`src/rtl/CameraPackerTypes.sv`:
```
// Shared types and constants for the camera capture path.
// Contents: counter/word widths, queue word layout, tagged marker words
// (also imported by the frame uploader), capture FSM state encoding and
// small helpers used by the packer.
package CameraPackerTypes;

    localparam int unsigned CNT_W  = 11;
    localparam int unsigned WORD_W = 17;
    localparam int unsigned DROP_W = 16;
    localparam int unsigned BYTE_W = 8;

    // Queue word: tag=1 marks a control marker, tag=0 carries an RGB565 pixel.
    typedef struct packed {
        logic               tag;
        logic [2*BYTE_W-1:0] payload;
    } qword_t;

    localparam logic [WORD_W-1:0] MARKER_FRAME_START = 17'h10000;
    localparam logic [WORD_W-1:0] MARKER_ROW_START   = 17'h10001;
    localparam logic [WORD_W-1:0] MARKER_FRAME_END   = 17'h1FFFF;
    localparam logic [WORD_W-1:0] PAD_WORD           = 17'h00000;

    typedef enum logic [2:0] {
        ST_IDLE      = 3'd0,
        ST_WAIT_ROW  = 3'd1,
        ST_BYTE_HI   = 3'd2,
        ST_BYTE_LO   = 3'd3,
        ST_PAD_ROW   = 3'd4,
        ST_FRAME_END = 3'd5
    } state_t;

    // Saturating increment so row/col never wrap within a frame.
    function automatic logic [CNT_W-1:0] sat_inc(input logic [CNT_W-1:0] v);
        return (v == {CNT_W{1'b1}}) ? v : v + CNT_W'(1);
    endfunction

    function automatic qword_t pixel_word(input logic [BYTE_W-1:0] hi,
                                          input logic [BYTE_W-1:0] lo);
        qword_t w;
        w.tag     = 1'b0;
        w.payload = {hi, lo};
        return w;
    endfunction

endpackage

```
`src/rtl/camera_input_sync.sv`:
```
// Two-stage input register for the OV7670 parallel bus plus VSYNC/HREF
// edge pulses. Edges compare stage 1 against stage 2; the pulses, the HREF
// level and the data byte are registered once more so they stay aligned.
// Ports:
//   clk, reset            system clock, async active-high reset
//   i_vsync/i_href/i_data raw camera signals
//   o_href, o_data        aligned HREF level and data byte (from stage 1)
//   o_vsync_rise/fall     one-cycle VSYNC edge pulses
//   o_href_rise           one-cycle HREF rising-edge pulse
module camera_input_sync
    import CameraPackerTypes::*;
(
    input  logic              clk,
    input  logic              reset,
    input  logic              i_vsync,
    input  logic              i_href,
    input  logic [BYTE_W-1:0] i_data,
    output logic              o_href,
    output logic [BYTE_W-1:0] o_data,
    output logic              o_vsync_rise,
    output logic              o_vsync_fall,
    output logic              o_href_rise
);

    logic              r_vsync_s1;
    logic              r_vsync_s2;
    logic              r_href_s1;
    logic              r_href_s2;
    logic [BYTE_W-1:0] r_data_s1;

    // Synchronizer stages and aligned edge/level outputs.
    always_ff @(posedge clk or posedge reset) begin
        if (reset) begin
            r_vsync_s1   <= 1'b0;
            r_vsync_s2   <= 1'b0;
            r_href_s1    <= 1'b0;
            r_href_s2    <= 1'b0;
            r_data_s1    <= '0;
            o_href       <= 1'b0;
            o_data       <= '0;
            o_vsync_rise <= 1'b0;
            o_vsync_fall <= 1'b0;
            o_href_rise  <= 1'b0;
        end else begin
            r_vsync_s1   <= i_vsync;
            r_vsync_s2   <= r_vsync_s1;
            r_href_s1    <= i_href;
            r_href_s2    <= r_href_s1;
            r_data_s1    <= i_data;
            o_href       <= r_href_s1;
            o_data       <= r_data_s1;
            o_vsync_rise <= r_vsync_s1 & ~r_vsync_s2;
            o_vsync_fall <= ~r_vsync_s1 & r_vsync_s2;
            o_href_rise  <= r_href_s1 & ~r_href_s2;
        end
    end

endmodule

```
`src/rtl/camera_pixel_packer.sv`:
```
// Packs OV7670 byte pairs into RGB565 pixels and writes a tagged 17-bit
// word stream (frame start, row start per row, FRAME_WIDTH pixels per row,
// frame end) into the frame queue. Short rows are padded with zero words,
// surplus rows/pixels are dropped, and geometry faults raise frame_error.
// Ports:
//   clk, reset     system clock, async active-high reset
//   capture_en     arms capture, sampled only at frame start
//   cam_vsync/cam_href/cam_data  camera parallel bus
//   queue_full     queue back-pressure; words emitted while high are lost
//   queue_wr_en    one-cycle write strobe, queue_data tagged word
//   frame_active   high from the frame-start write to the frame-end write
//   frame_error    sticky geometry error, cleared at frame start
//   overflow       sticky lost-word flag, cleared at frame start
//   dropped_count  (only with DROP_COUNTER_EN) saturating lost-word count
// Build option: define DROP_COUNTER_EN to add dropped_count.
module camera_pixel_packer
    import CameraPackerTypes::*;
#(
    parameter int unsigned FRAME_WIDTH  = 640,
    parameter int unsigned FRAME_HEIGHT = 480
) (
    input  logic              clk,
    input  logic              reset,
    input  logic              capture_en,
    input  logic              cam_vsync,
    input  logic              cam_href,
    input  logic [BYTE_W-1:0] cam_data,
    input  logic              queue_full,
    output logic              queue_wr_en,
    output logic [WORD_W-1:0] queue_data,
    output logic              frame_active,
    output logic              frame_error,
    output logic              overflow
`ifdef DROP_COUNTER_EN
    ,
    output logic [DROP_W-1:0] dropped_count
`endif
);

    localparam logic [CNT_W-1:0] LP_WIDTH  = CNT_W'(FRAME_WIDTH);
    localparam logic [CNT_W-1:0] LP_HEIGHT = CNT_W'(FRAME_HEIGHT);

    logic              w_href;
    logic [BYTE_W-1:0] w_data;
    logic              w_vsync_rise;
    logic              w_vsync_fall;
    logic              w_href_rise;

    state_t            r_state;
    logic [CNT_W-1:0]  r_row;
    logic [CNT_W-1:0]  r_col;
    logic [BYTE_W-1:0] r_hi;
    logic              r_wr_en;
    qword_t            r_data;
    logic              r_active;
    logic              r_error;
    logic              r_overflow;

    state_t            w_state_nxt;
    logic [CNT_W-1:0]  w_row_nxt;
    logic [CNT_W-1:0]  w_col_nxt;
    logic [BYTE_W-1:0] w_hi_nxt;
    logic              w_wr_en_nxt;
    qword_t            w_data_nxt;
    logic              w_active_nxt;
    logic              w_error_nxt;
    logic              w_overflow_nxt;
    logic              w_emit;
    qword_t            w_word;
    logic              w_row_end;

`ifdef DROP_COUNTER_EN
    logic [DROP_W-1:0] r_drop;
    logic [DROP_W-1:0] w_drop_nxt;
`endif

    camera_input_sync u_sync (
        .clk          (clk),
        .reset        (reset),
        .i_vsync      (cam_vsync),
        .i_href       (cam_href),
        .i_data       (cam_data),
        .o_href       (w_href),
        .o_data       (w_data),
        .o_vsync_rise (w_vsync_rise),
        .o_vsync_fall (w_vsync_fall),
        .o_href_rise  (w_href_rise)
    );

    // Next-state and output logic for the capture FSM.
    always_comb begin
        w_state_nxt    = r_state;
        w_row_nxt      = r_row;
        w_col_nxt      = r_col;
        w_hi_nxt       = r_hi;
        w_wr_en_nxt    = 1'b0;
        w_data_nxt     = r_data;
        w_active_nxt   = (r_state != ST_IDLE);
        w_error_nxt    = r_error;
        w_overflow_nxt = r_overflow;
        w_emit         = 1'b0;
        w_word         = qword_t'(PAD_WORD);
        w_row_end      = 1'b0;
`ifdef DROP_COUNTER_EN
        w_drop_nxt     = r_drop;
`endif

        case (r_state)
            ST_IDLE: begin
                if (w_vsync_fall && capture_en) begin
                    w_emit         = 1'b1;
                    w_word         = qword_t'(MARKER_FRAME_START);
                    w_row_nxt      = '0;
                    w_col_nxt      = '0;
                    w_error_nxt    = 1'b0;
                    w_overflow_nxt = 1'b0;
                    w_active_nxt   = 1'b1;
`ifdef DROP_COUNTER_EN
                    w_drop_nxt     = '0;
`endif
                    w_state_nxt    = ST_WAIT_ROW;
                end
            end

            ST_WAIT_ROW: begin
                if (w_vsync_rise) begin
                    w_state_nxt = ST_FRAME_END;
                end else if (w_href_rise) begin
                    if (r_row < LP_HEIGHT) begin
                        w_emit      = 1'b1;
                        w_word      = qword_t'(MARKER_ROW_START);
                        w_hi_nxt    = w_data;
                        w_col_nxt   = '0;
                        w_state_nxt = ST_BYTE_LO;
                    end else begin
                        // Surplus row: ignored entirely.
                        w_error_nxt = 1'b1;
                    end
                end
            end

            ST_BYTE_HI: begin
                if (w_vsync_rise) begin
                    w_row_nxt   = sat_inc(r_row);
                    w_error_nxt = 1'b1;
                    w_state_nxt = ST_FRAME_END;
                end else if (w_href) begin
                    w_hi_nxt    = w_data;
                    w_state_nxt = ST_BYTE_LO;
                end else begin
                    w_row_end = 1'b1;
                end
            end

            ST_BYTE_LO: begin
                if (w_vsync_rise) begin
                    w_row_nxt   = sat_inc(r_row);
                    w_error_nxt = 1'b1;
                    w_state_nxt = ST_FRAME_END;
                end else if (w_href) begin
                    if (r_col < LP_WIDTH) begin
                        w_emit    = 1'b1;
                        w_word    = pixel_word(r_hi, w_data);
                        w_col_nxt = sat_inc(r_col);
                    end else begin
                        w_error_nxt = 1'b1;
                    end
                    w_state_nxt = ST_BYTE_HI;
                end else begin
                    // Row ended on an unpaired high byte.
                    w_error_nxt = 1'b1;
                    w_row_end   = 1'b1;
                end
            end

            ST_PAD_ROW: begin
                if (w_vsync_rise) begin
                    w_row_nxt   = sat_inc(r_row);
                    w_error_nxt = 1'b1;
                    w_state_nxt = ST_FRAME_END;
                end else begin
                    w_emit    = 1'b1;
                    w_word    = qword_t'(PAD_WORD);
                    w_col_nxt = sat_inc(r_col);
                    if (sat_inc(r_col) >= LP_WIDTH) begin
                        w_state_nxt = ST_WAIT_ROW;
                    end
                    // A row starting mid-pad is lost; WAIT_ROW only reacts to a fresh rise.
                    if (w_href_rise) begin
                        w_error_nxt = 1'b1;
                    end
                end
            end

            ST_FRAME_END: begin
                w_emit = 1'b1;
                w_word = qword_t'(MARKER_FRAME_END);
                if (r_row < LP_HEIGHT) begin
                    w_error_nxt = 1'b1;
                end
                w_state_nxt = ST_IDLE;
            end

            default: begin
                w_state_nxt = ST_IDLE;
            end
        endcase

        // Row completion shared by BYTE_HI and BYTE_LO.
        if (w_row_end) begin
            w_row_nxt = sat_inc(r_row);
            if (r_col < LP_WIDTH) begin
                w_error_nxt = 1'b1;
                w_state_nxt = ST_PAD_ROW;
            end else begin
                w_state_nxt = ST_WAIT_ROW;
            end
        end

        // Queue write; a full queue loses the word but counters still advance.
        if (w_emit) begin
            w_data_nxt = w_word;
            if (queue_full) begin
                w_overflow_nxt = 1'b1;
`ifdef DROP_COUNTER_EN
                if (w_drop_nxt != {DROP_W{1'b1}}) begin
                    w_drop_nxt = w_drop_nxt + DROP_W'(1);
                end
`endif
            end else begin
                w_wr_en_nxt = 1'b1;
            end
        end
    end

    // State and registered outputs.
    always_ff @(posedge clk or posedge reset) begin
        if (reset) begin
            r_state    <= ST_IDLE;
            r_row      <= '0;
            r_col      <= '0;
            r_hi       <= '0;
            r_wr_en    <= 1'b0;
            r_data     <= '0;
            r_active   <= 1'b0;
            r_error    <= 1'b0;
            r_overflow <= 1'b0;
        end else begin
            r_state    <= w_state_nxt;
            r_row      <= w_row_nxt;
            r_col      <= w_col_nxt;
            r_hi       <= w_hi_nxt;
            r_wr_en    <= w_wr_en_nxt;
            r_data     <= w_data_nxt;
            r_active   <= w_active_nxt;
            r_error    <= w_error_nxt;
            r_overflow <= w_overflow_nxt;
        end
    end

`ifdef DROP_COUNTER_EN
    // Saturating lost-word counter.
    always_ff @(posedge clk or posedge reset) begin
        if (reset) begin
            r_drop <= '0;
        end else begin
            r_drop <= w_drop_nxt;
        end
    end

    assign dropped_count = r_drop;
`endif

    assign queue_wr_en  = r_wr_en;
    assign queue_data   = r_data;
    assign frame_active = r_active;
    assign frame_error  = r_error;
    assign overflow     = r_overflow;

endmodule
```
`config.mk`:
```
export PLATFORM = sky130hd
export DESIGN_NAME = camera_pixel_packer
export DESIGN_NICKNAME = d
export VERILOG_FILES = /design/src/rtl/CameraPackerTypes.sv /design/src/rtl/camera_input_sync.sv /design/src/rtl/camera_pixel_packer.sv
export SDC_FILE = /design/constraint.sdc
export NUM_CORES = 1
export LEC_CHECK = 0
export ABC_AREA = 1
export CAP_MARGIN = 25
export CORE_MARGIN = 3
export CORE_UTILIZATION = 45
export DETAILED_ROUTE_END_ITERATION = 10
export GPL_ROUTABILITY_DRIVEN = 0
export GPL_TIMING_DRIVEN = 0
export HOLD_SLACK_MARGIN = 0.06
export PLACE_DENSITY = 0.74
export SYNTH_ARGS = -nofsm -noshare
export SYNTH_HDL_FRONTEND = slang
export SYNTH_SLANG_ARGS = --single-unit
```
`constraint.sdc`:
```
create_clock -name clk -period 3.08 [get_ports clk]
set_input_delay 0.462 -clock clk [delete_from_list [all_inputs] [get_ports clk]]
set_output_delay 0.462 -clock clk [all_outputs]
set_load 0.01 [all_outputs]
```
Word level (Yosys, flattened, before mapping)
Index checks and enable logic that the tools add are counted.
Widths: inputs -> output; s select.
{ "totals": {"regBits": 77, "input_bits": 14, "out_inout_bits": 21, "word_cells": 141} }
{ "op_classes": {"n_addsub": 2, "n_lt_le_gt_ge": 3, "n_eq_ne": 24, "muxes": 75, "bitwise": 6, "reduce_logical": 12} }
{ "op_table": {"columns": ["cell", "count"], "rows": [
  ["$mux 11", 12],
  ["$mux 17", 4],
  ["$pmux 17 s4", 1],
  ["$mux 16", 3],
  ["$pmux 11 s4", 1],
  ["$mux 8", 5],
  ["$mux 3", 12],
  ["$mux 1", 32],
  ["$add 11x1->11 const B", 2],
  ["$eq 11x11->1 const B", 2],
  ["$pmux 11 s2", 1],
  ["$pmux 8 s2", 1],
  ["$pmux 3 s5", 1],
  ["$ne 2x2->1 const B", 7],
  ["$ne 4x2->1 const B", 3],
  ["$reduce_and 6->1", 2],
  ["$ge 11x10->1 const B", 1],
  ["$lt 11x10->1 const B", 1],
  ["$lt 11x9->1 const B", 1],
  ["$reduce_and 9->1", 1],
  ["$ne 4x3->1 const B", 2],
  ["$eq 3x2->1 const B", 2],
  ["$eq 3x3->1 const B", 2],
  ["$ne 2x1->1 const B", 3],
  ["15 further kinds", 20]
]} }

Depth between registers and ports, before layout
{ "depth": {"word_depth": 7, "depth_mapped": 12, "ltp_nobuf": 12} }

Hierarchy
Synthesis repeated with hierarchy kept, for this count alone.
{ "hier_totals": {"cells_unflattened": 415, "area_unflattened_um2": 3578.4} }
{ "by_module_without_submodules": {"columns": ["module", "n_inst", "cells_per_inst", "area_per_inst_um2", "seq_area_each_um2"], "rows": [
  ["camera_pixel_packer", 1, 385, 2976.6, 1351.3],
  ["camera_input_sync", 1, 30, 601.8, 575.6]
]} }

Worst setup path after synthesis
OpenSTA, ideal clock, no wires.
{ "synth_path": {"path_kind": "register -> register", "start": "reg r_col[0]", "end": "reg r_col[1]", "t_arrival_ns": 1.554, "t_required_ns": 2.952, "setup_slack_ns": 1.398, "path_stages_with_launch": 8, "n_path_buf": 0, "path_cell_list": "dfrtp_1 -> ha_1 -> nand2_1 -> nor2_1 -> nand4_1 -> or2_2 -> o211ai_1 -> o21ai_0"} }
{ "synth_via": {"elab_chain_len": 6, "elab_cells_between_ends": 11, "cone_classes": "add/sub (1); order compare (1); eq/ne (2); mux (6); reduce/logical (1)"} }
{ "synth_rtl": {"columns": ["element", "line_no", "text"], "rows": [
  ["from (decl)", "camera_pixel_packer.sv:51", "logic [CNT_W-1:0] r_col;"],
  ["from (signal assigned)", "camera_pixel_packer.sv:251", "r_col <= w_col_nxt;"],
  ["$add 11x1->11 or $eq 11x11->1 (tied branches)", "CameraPackerTypes.sv:34", "return (v == {CNT_W{1'b1}}) ? v : v + CNT_W'(1);"],
  ["$mux 11", null, null],
  ["$mux 11", "camera_pixel_packer.sv:161", "if (r_col < LP_WIDTH) begin"],
  ["$mux 11", "camera_pixel_packer.sv:160", "end else if (w_href) begin"],
  ["$mux 11", "camera_pixel_packer.sv:156", "if (w_vsync_rise) begin"],
  ["$pmux 11 s4", "camera_pixel_packer.sv:108", "case (r_state)"]
]} }
Parallel ways exist; a longest one is shown, timed or not. The select of a mux whose other input is x is not followed.
A chain may end at the register's enable or synchronous reset.

Final worst setup path
{ "layout_path": {"start": "reg r_col[0]", "end": "reg r_state[0]"} }
{ "layout_via": {"elab_chain_len": 5, "elab_cells_between_ends": 9, "cone_classes": "add/sub (1); order compare (2); eq/ne (2); mux (3); reduce/logical (1)"} }
{ "layout_rtl": {"columns": ["element", "line_no", "text"], "rows": [
  ["$add 11x1->11 or $eq 11x11->1 (tied branches)", "CameraPackerTypes.sv:34", null],
  ["$mux 11", "CameraPackerTypes.sv:34", null],
  ["$ge 11x10->1", "camera_pixel_packer.sv:185", "if (sat_inc(r_col) >= LP_WIDTH) begin"],
  ["$ne 4x3->1 (no line)", null, null],
  ["$reduce_and 6->1 (no line)", null, null],
  ["to (signal assigned)", "camera_pixel_packer.sv:249", "r_state <= w_state_nxt;"],
  ["to (decl)", "camera_pixel_packer.sv:49", "state_t r_state;"]
]} }
Parallel ways exist; a longest one is shown, timed or not.

==> impl_results.md <==
* Status: completed
* Fmax at 460 MHz
* Tot Pwr at 3750 uW
* Routed length per placed instance at 13.1 um
* Worst setup EP type: register
* Vias at 2961
* Unrepaired setup endpoints after global routing: no
* Met3 wire length at 344 um
* Largest fanout on the critical path at 6
* First-pass GRT wire length at 13000 um
* Syn Nets at 434
* GRT Overall Usage at 0.185
* Clock-pin slew on the worst setup and hold paths at 80 ps
* Final number of setup-violating endpoints at 0
* Remaining DRCs at 0
* Root Buffer: clkbuf_8
* IO Count at 35
* Nets at 480
* Initial antenna violation count at 0
* Starting Density at 0.476
* Via density per instance at 5.21
* Cells after synthesis at 418
* Unique masters post-synth at 32
* CP startpoint kind: register
* Fin. max-slew vios at 0
* Reg2reg start: r_col[0]$_DFFE_PP0P_
* Overflow after GRT at 0
* Pre-Repair DR Iteration Count at 4
* Slew headroom at 0.701
* Final WL at 7420 um
* Cell Rows at 31
* DRT antenna net count at 0
* Final Hold Vio Count at 0
* Die width at 94.5 um
* Hold-fix buffers at CTS at 0
* Hold slack at 354 ps
* Xor and xnor fraction of the mapped netlist area at 0.0149
* Number of global-route vias before repair at 2909
* Clock Path Buffers at 2
* Post-synthesis simple-gate area fraction at 0.278
* Post-DP HPWL at 5290 um
* Main combinational cell family by area after synthesis: simple AND/OR/NAND/NOR gates
* Die area at 8930 um^2
* Post-synthesis mux area share at 0
* Max cap viols at 0
* Seq/Total Area, Yosys at 0.546
* Layout cells sized above 1 at 0.100
* Synth Area in Compound Gates at 0.0823
* YS warnings at 0
* CTS resizes at 0
* Synth Area in Adders at 0.00710
* H-tree levels at 3
* Post-CTS setup buffer count at 0
* Worst Setup Path Type: reg2reg
* Largest net degree at the start of global routing at 58
* Reg2reg setup slack at 910 ps
* Die H at 94.5 um
* #FFs+latches synth at 77
* Req. time, crit path at 3330 ps
* WL met2 at 3500 um
* Crit path DAT at 2420 ps
* Worst Tran Pin Value at 449 ps
* Worst hold path type: reg2reg
* DR top layer: met4
* Clock sinks at 77
* CP startpoint: r_col[0]$_DFFE_PP0P_
* Hold path start: u_sync.r_data_s1[0]$_DFF_PP0_
* Diode count at 0
* Final worst-path cycle share at 0.706
* Mean Syn Cell Area at 8.44 um^2
* Met1 wire length at 3460 um
* CTS tree: done
* # port buffers at 34
* Max VDD drop at 0.336 mV
* Util after Layout at 0.570
* Area growth syn-to-layout at 19.8%
* PwrDens at 888 nW/um^2
* Drt initial violations at 153
* Core Area at 7410 um^2
* Min Tclk post-route at 2170 ps
* Synth Cell Area at 3530 um^2
* Lkg Pwr at 0.00207 uW
* Total CTS buffers at 9
* Worst Clk Skew at 9.14 ps
* Worst skew pair latency at 360 ps
-- cell usage in the layout (no fill, tap or decap), types with 2 or more instances in the layout --
master	netlist	final
a21oi_1	15	15
a31oi_1	2	2
buf_2	3	3
buf_4	3	3
clkbuf_8	0	9
clkdlybuf4s50_1	0	34
dfrtp_1	77	77
ha_1	2	2
inv_1	45	44
inv_2	7	7
inv_6	0	3
nand2_1	112	112
nand3_1	50	50
nand3_2	3	3
nand4_1	4	4
nor2_1	32	32
nor2_2	4	4
nor2_4	2	2
nor3_1	4	4
o211ai_1	3	3
o21ai_0	13	13
o21ai_1	18	18
or2_2	2	2
xor2_1	6	6
-- worst max-delay path: stages, from the launching register on --
cell	delay (ps)
dfrtp_1	480
ha_1	230
nand2_1	80
nor2_1	270
nand4_1	330
nand3_1	210
nand2_1	80
nand2_1	140
nand3_1	130
nand2_1	80
nand2_1	50
-- kinds of logic after synthesis --
logic type / count (synthesis)
fa+ha+maj: 2
buf+inv: 61
simple gates: 218
flops: 77
compound gates: 54
xor+xnor: 6
-- report_power, final --
| part | switching (uW) | total, uW | internal (uW) |
|---|---|---|---|
| clock | 408 | 796 | 388 |
| sequential | 164 | 1440 | 1270 |
| combinational | 885 | 1520 | 633 |
| total | 1460 | 3750 | 2300 |
-- cells in the mapped netlist --
library cell | count | area (um^2)
xor2_1 | 6 | 52.6
clkbuf_1 | 1 | 3.75
a21oi_2 | 1 | 8.76
a21oi_1 | 15 | 75.1
o21ai_0 | 13 | 65.1
nand3_1 | 50 | 250
o21ai_1 | 18 | 90.1
buf_6 | 1 | 11.3
clkinv_1 | 1 | 3.75
nand2_1 | 112 | 420
buf_4 | 3 | 22.5
o211ai_1 | 3 | 22.5
nand2_4 | 1 | 11.3
ha_1 | 2 | 25.0
o31ai_1 | 1 | 7.51
nor2_4 | 2 | 22.5
nand3_2 | 3 | 30.0
nand4_1 | 4 | 25.0
nor3_1 | 4 | 20.0
nand3b_1 | 1 | 7.51
nand4_2 | 1 | 12.5
or2_2 | 2 | 12.5
nor2_2 | 4 | 25.0
o2111ai_1 | 1 | 8.76
inv_1 | 45 | 169
buf_2 | 3 | 15.0
a31oi_1 | 2 | 12.5
nor3_4 | 1 | 16.3
and2_1 | 1 | 6.26
inv_2 | 7 | 26.3
dfrtp_1 | 77 | 1930
nor2_1 | 32 | 120
-- path summary, 6_finish.rpt --
kind | endpoint | cells past startpoint
worst max-delay path | r_state[0]$_DFFE_PP0P_ | 10
worst min-delay path | u_sync.o_data[0]$_DFF_PP0_ | 0
worst max register to register | r_state[0]$_DFFE_PP0P_ | 10
worst min register to register | u_sync.o_data[0]$_DFF_PP0_ | 0
max in group asynchronous | r_col[7]$_DFFE_PP0P_ | 3
min in group asynchronous | u_sync.r_data_s1[7]$_DFF_PP0_ | 2
-- stage by stage --
| step | TNS (ps) | instances | instance area, um^2 | setup slack, ps |
|---|---|---|---|---|
| 3_3_place_gp | -42420 | 551 | 3990 | -555 |
| 2_1_floorplan | 0 | 418 | 3530 | 651 |
| 3_5_place_dp | 0 | 552 | 4020 | 976 |
| 5_1_grt | 0 | 568 | 4230 | 680 |
| 4_1_cts | 0 | 568 | 4230 | 919 |
| 6_report | 0 | 568 | 4230 | 906 |
-- cell type report --
class,instances,area [um^2]
well taps,99,124
repair buffers,35,368
plain buffers,8,52.6
fillers,653,3180
inverters,53,201
flip-flops and latches,77,1930
multi-input cells,280,1350
clock buffers,9,124
clock inverters,7,81.3
-- routing by layer --
| metal | up-vias | global-route usage |
|---|---|---|
| li1 | 1435 | - |
| met1 | 1445 | 0.252 |
| met2 | 72 | 0.287 |
| met3 | 9 | 0.0382 |
| met4 | 0 | 0.0817 |
| met5 | - | 0 |
-- state kept, by name, indices dropped and copies added (netlist names), 3 cells and up --
| register | flops |
|---|---|
| r_row | 11 |
| u_sync.r_data_s1 | 8 |
| u_sync.o_data | 8 |
| r_col | 11 |
| queue_data | 17 |
| r_hi | 8 |
| r_state | 3 |
Power figures use the tool's default switching activity.
